===== config.mk =====
export PLATFORM = sky130hd
export DESIGN_NAME = branch_redirect_ctrl
export DESIGN_NICKNAME = d
export VERILOG_FILES = /design/src/rtl/branch_redirect_ctrl.sv
export SDC_FILE = /design/constraint.sdc
export NUM_CORES = 1
export LEC_CHECK = 0
export CORE_ASPECT_RATIO = 2
export CORE_UTILIZATION = 36
export CTS_CLUSTER_DIAMETER = 200
export DETAILED_ROUTE_END_ITERATION = 12
export PLACE_DENSITY_LB_ADDON = 0.08
export SETUP_SLACK_MARGIN = 0.02
export SYNTH_ARGS = -nofsm -noshare
export SYNTH_HDL_FRONTEND = slang
export SYNTH_SLANG_ARGS = --single-unit

===== constraint.sdc =====
create_clock -name clk -period 6.59 [get_ports clk]
set_input_delay 1.318 -clock clk [delete_from_list [all_inputs] [get_ports clk]]
set_output_delay 1.318 -clock clk [all_outputs]
set_load 0.005 [all_outputs]

===== src/rtl/branch_redirect_ctrl.sv =====
// EX-stage branch/jump resolution: static not-taken, redirect handshake to fetch,
// wrong-path squash, misaligned-target trap and saturating branch statistics.
module branch_redirect_ctrl #(
  parameter int XLEN  = 32,
  parameter int CNT_W = 16
) (
  input  logic             clk,
  input  logic             rst,
  input  logic             ex_valid,
  input  logic             ex_stall,
  input  logic             ex_branch,
  input  logic             ex_jump,
  input  logic [2:0]       ex_funct3,
  input  logic             zf,
  input  logic             sf,
  input  logic             vf,
  input  logic             cf,
  input  logic [XLEN-1:0]  ex_pc,
  input  logic [XLEN-1:0]  ex_target,
  output logic             redir_valid,
  input  logic             redir_ready,
  output logic [XLEN-1:0]  redir_pc,
  output logic             flush_ifid,
  output logic             flush_idex,
  output logic             kill_ex,
  output logic             misalign_exc,
  output logic [XLEN-1:0]  misalign_pc,
  input  logic             cnt_clr,
  output logic [CNT_W-1:0] cnt_branch,
  output logic [CNT_W-1:0] cnt_taken
);

  typedef enum logic [1:0] {
    IDLE  = 2'd0,
    REDIR = 2'd1,
    TRAP  = 2'd2
  } state_t;

  state_t state;

  logic ex_fire;
  logic cond;
  logic taken;
  logic misaligned;
  logic count_branch;

  assign ex_fire = ex_valid & ~ex_stall & (state == IDLE);

  always_comb begin
    cond = 1'b0;
    case (ex_funct3)
      3'b000:  cond = zf;
      3'b001:  cond = ~zf;
      3'b100:  cond = (sf != vf);
      3'b101:  cond = (sf == vf);
      3'b110:  cond = ~cf;
      3'b111:  cond = cf;
      default: cond = 1'b0;
    endcase
  end

  // A jump wins over the branch condition when both decode bits are set.
  assign taken        = ex_jump | (ex_branch & cond);
  assign misaligned   = (ex_target[1:0] != 2'b00);
  assign count_branch = ex_branch | ex_jump;

  always_ff @(posedge clk or negedge rst) begin
    if (!rst) begin
      state        <= IDLE;
      redir_valid  <= 1'b0;
      redir_pc     <= '0;
      flush_ifid   <= 1'b0;
      flush_idex   <= 1'b0;
      kill_ex      <= 1'b0;
      misalign_exc <= 1'b0;
      misalign_pc  <= '0;
    end else begin
      case (state)
        IDLE: begin
          if (ex_fire && taken) begin
            flush_ifid <= 1'b1;
            flush_idex <= 1'b1;
            kill_ex    <= 1'b1;
            if (misaligned) begin
              state        <= TRAP;
              misalign_exc <= 1'b1;
              misalign_pc  <= ex_pc;
            end else begin
              state       <= REDIR;
              redir_valid <= 1'b1;
              redir_pc    <= ex_target;
            end
          end
        end
        REDIR: begin
          // redir_pc is left untouched so the target stays stable until accepted.
          if (redir_ready) begin
            state       <= IDLE;
            redir_valid <= 1'b0;
            flush_ifid  <= 1'b0;
            flush_idex  <= 1'b0;
            kill_ex     <= 1'b0;
          end
        end
        TRAP: begin
          state        <= IDLE;
          misalign_exc <= 1'b0;
          flush_ifid   <= 1'b0;
          flush_idex   <= 1'b0;
          kill_ex      <= 1'b0;
        end
        default: begin
          state        <= IDLE;
          redir_valid  <= 1'b0;
          misalign_exc <= 1'b0;
          flush_ifid   <= 1'b0;
          flush_idex   <= 1'b0;
          kill_ex      <= 1'b0;
        end
      endcase
    end
  end

  // Clear beats a same-cycle increment; both counters stick at all-ones.
  always_ff @(posedge clk or negedge rst) begin
    if (!rst) begin
      cnt_branch <= '0;
      cnt_taken  <= '0;
    end else if (cnt_clr) begin
      cnt_branch <= '0;
      cnt_taken  <= '0;
    end else if (ex_fire) begin
      if (count_branch && (cnt_branch != {CNT_W{1'b1}}))
        cnt_branch <= cnt_branch + CNT_W'(1);
      if (taken && (cnt_taken != {CNT_W{1'b1}}))
        cnt_taken <= cnt_taken + CNT_W'(1);
    end
  end

endmodule


==> summary.md, run 1 <==
| Metric | Value |
|---|---|
| Drt wl/cell | between 15 and 20 um |
| Syn Std Cell Area | 4490 um2 |
| CP Class | input port to flip-flop |
| Power per cell area | ~260 nW/um2 |
| Lkg Pwr | about 2.7 nW |
| Worst-path clk slew | 0.07 ns |
| Number of global-route vias before repair | about 3800 |
| Final RePlAce weighted congestion | 0.754 |
| Syn Inst Count | approximately 360 |
| Ant diodes | 0 |
| # Max-Cap Violations | 0 |
| FF-to-FF setup slack | 3.96 ns |
| Setup Buffers After CTS | 0 |
| Clk sinks | 101 |
| Critical Path Sink | redir_pc[4]$_DFFE_PN0P_ |
| Clock Tree Buf Depth | 2 |
| Hold_sp | redir_valid$_DFFE_PN0P_ |
| Initial antenna violation count | 0 |
| Endpoint class of the critical path | flip-flop |
| CTS Root Cell | clkbuf_16 |
| Avg Cell Area, Syn | 12.5 um2 |
| Skew-Pair Late Insertion Delay | 0.34 ns |
| Drt via density | between 5 and 6 |
| Detail Route Antenna Nets | 0 |
| Post-Synth Simple-Gate Area | 0.143 |
| Core Area | 12100 um2 |
| Synth Area in XOR/XNOR | 0.0265 |
| HP Class | flip-flop to flip-flop |
| DR vias | 3526 |
| CP startpoint | ex_funct3[0] |
| Die X | slightly above 80 um |
| Final hold violations | 0 |
| Post-synthesis compound-gate area fraction | 0.0600 |
| TritonCTS clock tree | done |
| Largest family of logic cells by synthesized area | multiplexers |
| R2R depth | 6 |
| Largest net degree at the start of global routing | 66 |
| Synthesized flop and latch total | 101 |
| Area growth, synth to finish | 48.5% |
| Global-route wire length before repair | 18400 um |
| Crit Reg-Reg Startpoint | state[0]$_DFFE_PN0P_ |
| Sequential area share after synthesis | 0.563 |
| Hold_buf cts | 0 |
| Fin crit period | 3.60 ns |
| Max-slew violations | 0 |
| Crit share post-route | 0.547 |
| Grt total ovfl | 0 |
| CTS Buf Count | 9 |
| Maximum VDD drop | 190 uV |
| CP Max Fanout | 34 |
| Final core occ | 0.549 |
| Htree depth | 3 |
| Drt pass-1 iters | 4 |
| # setup viols final | 0 |
| Net Count, Synth | 439 |
| Fraction of registers with async set/reset | 1.00 |
| Total Routing Usage GR | 0.189 |
| Slew HR | 0.331 |
| Netlist cell types | 57 |
| RSZ-0062 raised after global routing | false |
| Most common flop cell mapped by yosys | dfrtp_1 |
| Worst setup SP type | input port |
| Worst EP arrival | approximately 3.8 ns |
| RR Endpoint | redir_pc[4]$_DFFE_PN0P_ |
| Share of cells above drive strength 1 | 0.180 |
| Post-Synth Adder-Cell Area | 0.00558 |
| Post_cts resized | 0 |
| # IOs | 180 |
| Dpl hpwl | slightly below 9000 um |
| Synth warnings | 0 |
| Post-synth EDFFs | 0 |
| Drt total wl | between 10000 and 15000 um |
| Port bufs | 179 |
| Initial drt markers | 133 |
| Num rows | 57 |
| Crit path required time | between 6 and 7 ns |
| Nets@finish | 619 |
| Fmax achieved | 0.278 GHz |
| Starting Density | 0.370 |
| Clock Skew | 0.00982 ns |
| Proportion of synthesized area in mux cells | 0.178 |
| Die Area | between 10000 and 15000 um2 |
| Run status | finished clean |
| Setup_tns | 0 ns |
| # DRC | 0 |
| Slew @ Worst Pin | 1.00 ns |
| Final Power | 1.76 mW |
| Die height | 160 um |
cells by family after synthesis:
kind of cell,after synthesis
AO/OA/AOI/OAI,40
adder cells (fa/ha/maj),2
buffers and inverters,17
multiplexers,71
flip-flops,101
XOR/XNOR,12
AND/OR/NAND/NOR,115
Yosys cell counts, types with 3 or more instances:
cell type  number  area (um2)
a21oi_1        10        50.1
and2_1          3        18.8
and3_1          8        50.1
buf_4           5        37.5
buf_6           3        33.8
clkbuf_1        4        15.0
dfrtp_1       101        2530
inv_1           3        11.3
mux2_2         68         766
nand2_1        14        52.6
nand3_1        10        50.1
nand4_1         9        56.3
nor2_1         28         105
nor2b_1         9        56.3
nor3_1          7        35.0
o21ai_0        10        50.1
or3_1           6        37.5
xnor2_1         4        35.0
xor2_1          7        61.3
worst max-delay path: stages:
cell,delay [ns]
clkdlybuf4s50_1,0.53
xnor3_1,0.43
a31oi_2,0.22
o21ai_2,0.31
nor3_4,0.20
buf_4,0.41
mux2_2,0.39
through the flow:
stage	hold WS (ns)	std cells	setup WS [ns]	cell area, um2
after detailed placement	0.470	674	2.61	6390
after floorplan	0.474	358	3.55	4490
after CTS	0.487	690	2.97	6660
after global routing	0.497	690	2.84	6660
final	0.480	690	2.99	6660
after global placement	0.463	674	2.70	6390
layout make-up:
type | count | area, um2
inverter | 3 | 11.3
sequential | 101 | 2530
clock inverter | 5 | 36.3
tap | 147 | 184
clock buffer | 11 | 233
multi-input combinational | 240 | 1850
timing repair buffer | 183 | 1820
fill | 1083 | 5460
cells in the final DEF, fill, tap and decap left out, types with 3 or more instances in the layout:
master           Yosys  routed
nand2_1             14      14
dfrtp_1            101     101
o21ai_0             10      10
clkdlybuf4s50_1      0     178
xnor2_1              4       4
xor2_1               7       7
nand3_1             10      10
buf_4                5       5
clkbuf_16            0       9
nor2b_1              9       9
mux2_2              68      68
or3_1                6       6
inv_1                3       3
and3_1               8       8
clkinvlp_4           0       3
a21oi_1             10      10
nor2_1              28      28
and2_1               3       3
nand4_1              9       9
nor3_1               7       7
state kept, by name, indices dropped and copies added (netlist names):
register and count:
misalign_pc 32, state 2, misalign_exc 1, kill_ex 1
redir_valid 1, cnt_branch 16, redir_pc 32, cnt_taken 16
report_power, final:
part	switching, mW	total (mW)	internal (mW)
clock network	0.233	0.490	0.257
logic	0.140	0.473	0.332
registers	0.0638	0.802	0.738
total	0.437	1.76	1.33
per-layer routing:
layer  share of wire  vias to the layer above  track usage
met5               0                        -            0
met1            0.36                     1729        0.190
met2            0.55                      123        0.344
met4           0.033                        0       0.0950
met3           0.055                       23       0.0474
li1                -                     1651            -
how the worst min path moves through the flow:
stage,end,slack [ns],cells past startpoint
after floorplan,redir_valid$_DFFE_PN0P_,0.47,1
after global placement,redir_valid$_DFFE_PN0P_,0.46,1
after detailed placement,redir_valid$_DFFE_PN0P_,0.47,1
after CTS,redir_valid$_DFFE_PN0P_,0.49,1
after global routing,redir_valid$_DFFE_PN0P_,0.50,1
final,redir_valid$_DFFE_PN0P_,0.48,1
(Power assumes the default switching activity.)
==> run 2: changes to the inputs <==
==> constraint.sdc (replaced) <==
create_clock -name clk -period 3.75 [get_ports clk]
set_input_delay 0.75 -clock clk [delete_from_list [all_inputs] [get_ports clk]]
set_output_delay 0.75 -clock clk [all_outputs]
set_load 0.005 [all_outputs]
==> summary.md, run 2 (synthesis gave the netlist of run 1 again) <==
| Metric | Value |
|---|---|
| # DRC | 0 (unchanged) |
| Post_cts resized | 0 (unchanged) |
| Sequential power share | 0.435 (-0.019) |
| Initial antenna violation count | 0 (unchanged) |
| Drt wl/cell | 17.1 um (+1.2%) |
| Fill count | 1091 (+0.74%) |
| Port bufs | 179 (unchanged) |
| # Max-Cap Violations | 0 (unchanged) |
| Lkg Pwr | 2.73 nW (+1.3%) |
| CTS Root Cell | clkbuf_16 |
| Pre-CTS WS | 0.381 ns (-2.23 ns) |
| Grt total ovfl | 0 (unchanged) |
| Clock Skew | 0.0115 ns (+0.00164 ns) |
| Worst EP arrival | 3.22 ns (-0.61 ns) |
| Total Routing Usage GR | 0.194 (+0.00508) |
| Htree depth | 3 (unchanged) |
| Commonest non-fill, non-tap cell in the layout | clkdlybuf4s50_1 |
| Crit path required time | 3.97 ns (-2.85 ns) |
| Die Area | 12900 um2 (unchanged) |
| Clock Tree Buf Depth | 2 (unchanged) |
| Setup Buffers After CTS | 0 (unchanged) |
| Worst-path clk slew | 0.07 ns (about the same) |
| Regs by FF count | misalign_pc: 32 flops, redir_pc: 32 flops |
| Fmax achieved | 0.333 GHz |
| Maximum VDD drop | 330 uV (+74%) |
| Top layer in use | met4 |
| Max-slew violations | 0 (unchanged) |
| Drt pass-1 iters | 4 (unchanged) |
| PnR worst setup slack | 0.750 ns (-2.24 ns) |
| Sw Pwr | 0.765 mW (+75%) |
| Slew HR | 0.312 (-0.0187) |
| Dpl hpwl | 8910 um (+2.2%) |
| Final core occ | 0.555 (+0.00516) |
| Run status | finished clean |
| Power per cell area | 481 nW/um2 (+82%) |
| Register Area | 2530 um2 (unchanged) |
| Sw frac | 0.237 (-0.0111) |
| Area growth, synth to finish | 49.9% |
| Hold_buf cts | 0 (unchanged) |
| Num rows | 57 (unchanged) |
| DR vias | 3565 (+1.1%) |
| Most frequent cells in the layout | clkdlybuf4s50_1, dfrtp_1, mux2_2 |
| CP Class | input port to flip-flop |
| Die X | 80.9 um (unchanged) |
| CP Max Fanout | 25 (-26%) |
| Clk sinks | 101 (unchanged) |
| Slew @ Worst Pin | 1.03 ns (+0.0281 ns) |
| # IOs | 180 (unchanged) |
| Drt total wl | 11800 um (+1.5%) |
| FF-to-FF setup slack | 1.16 ns (-2.80 ns) |
| Endpoint class of the critical path | flip-flop |
| Final Power | 3.24 mW (+83%) |
| WL met1 | 4090 um (-1.7%) |
| Power share of the clock group | 0.307 (+0.029) |
| Core Area | 12100 um2 (unchanged) |
| Skew-Pair Late Insertion Delay | 0.34 ns (about the same) |
| Worst setup SP type | input port |
| WL met2 | 6730 um (+4.1%) |
| Crit share post-route | 0.800 |
| Share of cells above drive strength 1 | 0.183 (+0.00301) |
| Largest net degree at the start of global routing | 64 (-3.0%) |
| Global-route wire length before repair | 19100 um (+3.6%) |
| Initial drt markers | 205 (+54%) |
| Ant diodes | 0 (unchanged) |
| TritonCTS clock tree | done |
| Routed wl met3 | 712 um (+10%) |
| Final RePlAce weighted congestion | 0.755 (+0.19%) |
| Detail Route Antenna Nets | 0 (unchanged) |
| Internal power | 2.47 mW (+86%) |
| Final hold violations | 0 (unchanged) |
| HP Class | flip-flop to flip-flop |
| Fin crit period | ~3.0 ns |
| CTS Buf Count | 9 (unchanged) |
| Setup_tns | 0 ns (unchanged) |
| RSZ-0062 raised after global routing | false |
| Number of global-route vias before repair | 3890 (+2.4%) |
| Multi-input gate area | 1850 um2 (unchanged) |
| Comb pwr share | 0.258 (-0.010) |
| Drt via density | 5.15 (+0.81%) |
| Die height | 160 um (unchanged) |
| # setup viols final | 0 (unchanged) |
| Nets@finish | 621 (+0.32%) |
| Starting Density | 0.370 (unchanged) |
==> run 2: power by group through the flow <==
stage / logic, mW / clock network, mW / registers (mW)
floorplan: 0.234 / 0 / 1.44
global placement: 0.837 / 0 / 1.42
detailed placement: 0.846 / 0 / 1.43
CTS: 0.851 / 1.02 / 1.41
global route: 0.897 / 1.06 / 1.44
finish: 0.835 / 0.994 / 1.41
==> run 2: final cells by class <==
class | count | area share
Clock buffer | 11 | 0.0346
Tap cell | 147 | 0.0274
Inverter | 3 | 0.00167
Timing Repair Buffer | 185 | 0.273
Clock inverter | 5 | 0.0125
Multi-Input combinational cell | 240 | 0.275
Sequential cell | 101 | 0.376
==> run 2: final timing paths <==
path,cells past startpoint,end,from
setup / recovery,7,redir_pc[14]$_DFFE_PN0P_,ex_funct3[0]
hold / removal,1,redir_valid$_DFFE_PN0P_,redir_valid$_DFFE_PN0P_
setup reg to reg,6,redir_pc[14]$_DFFE_PN0P_,state[1]$_DFFE_PN0P_
hold reg to reg,1,redir_valid$_DFFE_PN0P_,redir_valid$_DFFE_PN0P_
max in group asynchronous,2,cnt_taken[6]$_DFFE_PN0P_,rst
min in group asynchronous,1,cnt_branch[11]$_DFFE_PN0P_,rst
==> run 2: critical path: stages <==
cell and delay (ns):
clkdlybuf4s50_1 0.53, xnor3_1 0.43, a31oi_2 0.22, o21ai_2 0.32
nor3_4 0.23, buf_4 0.34, mux2_2 0.38
==> run 2: metal layers <==
metal	GRT usage	up-vias
met4	0.0828	0
met1	0.192	1773
li1	-	1647
met2	0.364	125
met3	0.0480	20
met5	0	-
==> run 2: metrics by stage <==
stage          instance area [um2]  hold slack (ns)  std cells
3_3_place_gp                  6410            0.465        676
2_1_floorplan                 4490            0.454        358
4_1_cts                       6720            0.495        692
5_1_grt                       6720            0.516        692
3_5_place_dp                  6410            0.478        676
6_report                      6720            0.486        692
==> run 3: changes to the inputs <==
==> constraint.sdc (replaced) <==
create_clock -name clk -period 2.7 [get_ports clk]
set_input_delay 0.54 -clock clk [delete_from_list [all_inputs] [get_ports clk]]
set_output_delay 0.54 -clock clk [all_outputs]
set_load 0.005 [all_outputs]
==> summary.md, run 3 (synthesis gave the netlist of run 1 again) <==
| Metric | Value |
|---|---|
| Starting Density | 0.370 (unchanged) |
| Most frequent cells in the layout | clkdlybuf4s50_1, dfrtp_1, mux2_2 |
| Drt pass-1 iters | 4 (unchanged) |
| Htree depth | 3 (unchanged) |
| Initial antenna violation count | 0 (unchanged) |
| Pre-CTS WS | -0.119 ns (-0.500 ns) |
| Power per cell area | 644 nW/um2 (+34%) |
| Die X | 80.9 um (unchanged) |
| Final RePlAce weighted congestion | 0.786 (+4.2%) |
| Setup_tns | 0 ns (unchanged) |
| Worst-path clk slew | 0.07 ns (about the same) |
| Global-route wire length before repair | 18900 um (-1.0%) |
| Crit share post-route | 0.915 |
| Maximum VDD drop | 400 uV (+21%) |
| Cell Chain, Critical Path | clkdlybuf4s50_1 -> xnor3_1 -> a31oi_2 -> o21ai_2 -> buf_12 -> nor3_4 -> buf_12 -> mux2_2 |
| Drt total wl | 12000 um (+1.2%) |
| Dpl hpwl | 9020 um (+1.2%) |
| Total Routing Usage GR | 0.195 (+0.00115) |
| Regs by FF count | misalign_pc: 32 flops, redir_pc: 32 flops |
| Detail Route Antenna Nets | 0 (unchanged) |
| Run status | finished clean |
| Drt via density | 5.10 (-0.93%) |
| Hold_buf cts | 0 (unchanged) |
| Drt wl/cell | 17.0 um (-0.56%) |
| Slowest cell on the critical path | clkdlybuf4s50_1 |
| TritonCTS clock tree | done |
| CP Class | input port to flip-flop |
| Nets@finish | 633 (+1.9%) |
| Placed Area | 6550 um2 (+2.2%) |
| # Max-Cap Violations | 0 (unchanged) |
| HP Class | input port to asynchronous set/reset pin |
| Final hold violations | 0 (unchanged) |
| Register Area | 2530 um2 (unchanged) |
| # setup viols final | 0 (unchanged) |
| Largest net degree at the start of global routing | 46 (-28%) |
| Num rows | 57 (unchanged) |
| Multi-input gate area | 1850 um2 (unchanged) |
| Core Area | 12100 um2 (unchanged) |
| Crit path required time | 2.93 ns (-1.04 ns) |
| CTS Root Cell | clkbuf_16 |
| Final Power | 4.40 mW (+36%) |
| Initial drt markers | 131 (-36%) |
| Share of cells above drive strength 1 | 0.205 (+0.0212) |
| PnR worst setup slack | 0.229 ns (-0.521 ns) |
| Slew HR | 0.499 (+0.186) |
| RSZ-0062 raised after global routing | false |
| Worst setup SP type | input port |
| Endpoint class of the critical path | flip-flop |
| CTS Buf Count | 9 (unchanged) |
| Commonest non-fill, non-tap cell in the layout | clkdlybuf4s50_1 |
| Grt total ovfl | 0 (unchanged) |
| Die height | 160 um (unchanged) |
| Skew-Pair Late Insertion Delay | 0.34 ns (about the same) |
| # IOs | 180 (unchanged) |
| Port bufs | 179 (unchanged) |
| Slew @ Worst Pin | 0.750 ns (-0.282 ns) |
| # placed instances | 688 (+1.8%) |
| Clock Skew | 0.00973 ns (-0.00173 ns) |
| Worst EP arrival | 2.70 ns (-0.52 ns) |
| Fmax achieved | around 0.40 GHz |
| Post-route insts no fill | 704 (+1.7%) |
| Fill count | 1057 (-3.1%) |
| DR vias | 3593 (+0.79%) |
| CP Max Fanout | 24 (-4.0%) |
| Area growth, synth to finish | 52.5% |
| Ant diodes | 0 (unchanged) |
| Setup Buffers After CTS | 0 (unchanged) |
| Number of global-route vias before repair | 3766 (-3.2%) |
| # DRC | 0 (unchanged) |
| Clk sinks | 101 (unchanged) |
| Peak per-stage delay on the critical path | 0.48 ns (-0.05 ns) |
| Lkg Pwr | 2.79 nW (+2.4%) |
| Post_cts resized | 0 (unchanged) |
| Critical path's most frequent cell | buf_12 |
| Max-slew violations | 0 (unchanged) |
| Post-route cell area | 6840 um2 (+1.7%) |
| Fin crit period | approximately 2.5 ns |
| Die Area | 12900 um2 (unchanged) |
| Clock Tree Buf Depth | 2 (unchanged) |
run 3: cell types whose count changed in the layout (fill, tap and decap cells not counted), sizes merged:
cell	previous run	this run
inv	4	5
bufinv	2	0
buf	7	19
clkinv	0	1
run 3: path summary, 6_finish.rpt:
kind	from	to	slack, ns	cells after the start
max in group asynchronous	rst	redir_pc[16]$_DFFE_PN0P_	1.84	2
max	ex_funct3[0]	redir_pc[15]$_DFFE_PN0P_	0.23	8
max reg2reg	state[0]$_DFFE_PN0P_	redir_pc[15]$_DFFE_PN0P_	0.40	7
min	rst	cnt_branch[9]$_DFFE_PN0P_	0.19	1
min in group clk	redir_valid$_DFFE_PN0P_	redir_valid$_DFFE_PN0P_	0.49	1
min reg2reg	redir_valid$_DFFE_PN0P_	redir_valid$_DFFE_PN0P_	0.49	1
run 3: metrics by stage:
| step | hold WS, ns | utilization |
|---|---|---|
| 2_1_floorplan | 0.244 | - |
| 3_3_place_gp | 0.465 | 0.540 |
| 3_5_place_dp | 0.473 | 0.540 |
| 4_1_cts | 0.215 | 0.564 |
| 5_1_grt | 0.230 | 0.564 |
| 6_report | 0.192 | 0.564 |
run 3: routing by layer:
layer | up-vias | GRT usage | part of all wire
li1 | 1679 | - | -
met1 | 1758 | 0.200 | 0.35
met2 | 133 | 0.355 | 0.56
met3 | 23 | 0.0526 | 0.062
met4 | 0 | 0.0844 | 0.031
met5 | - | 0 | 0
run 3: layout make-up:
| class | instances | share of cell area |
|---|---|---|
| Multi-Input combinational cell | 240 | 0.270 |
| Inverter | 3 | 0.00165 |
| Timing Repair Buffer | 197 | 0.289 |
| Tap cell | 147 | 0.0269 |
| Clock inverter | 5 | 0.00604 |
| Clock buffer | 11 | 0.0369 |
| Sequential cell | 101 | 0.369 |
run 3: power by group:
part / internal [mW] / leakage, nW / total, mW / switching, mW
logic: 0.830 / 1.37 / 1.18 / 0.347
registers: 1.80 / 1.28 / 1.96 / 0.156
clock network: 0.684 / 0.139 / 1.27 / 0.586
total: 3.31 / 2.79 / 4.40 / 1.09
run 3: critical path: cells and delay by family:
kind                      cells  cell delay (ns)
and+or+nand+nor               1             0.17
xor gates and xnor gates      1             0.43
AOI/OAI and AO/OA             2             0.33
buffers and inverters         3             0.85
muxes                         1             0.35
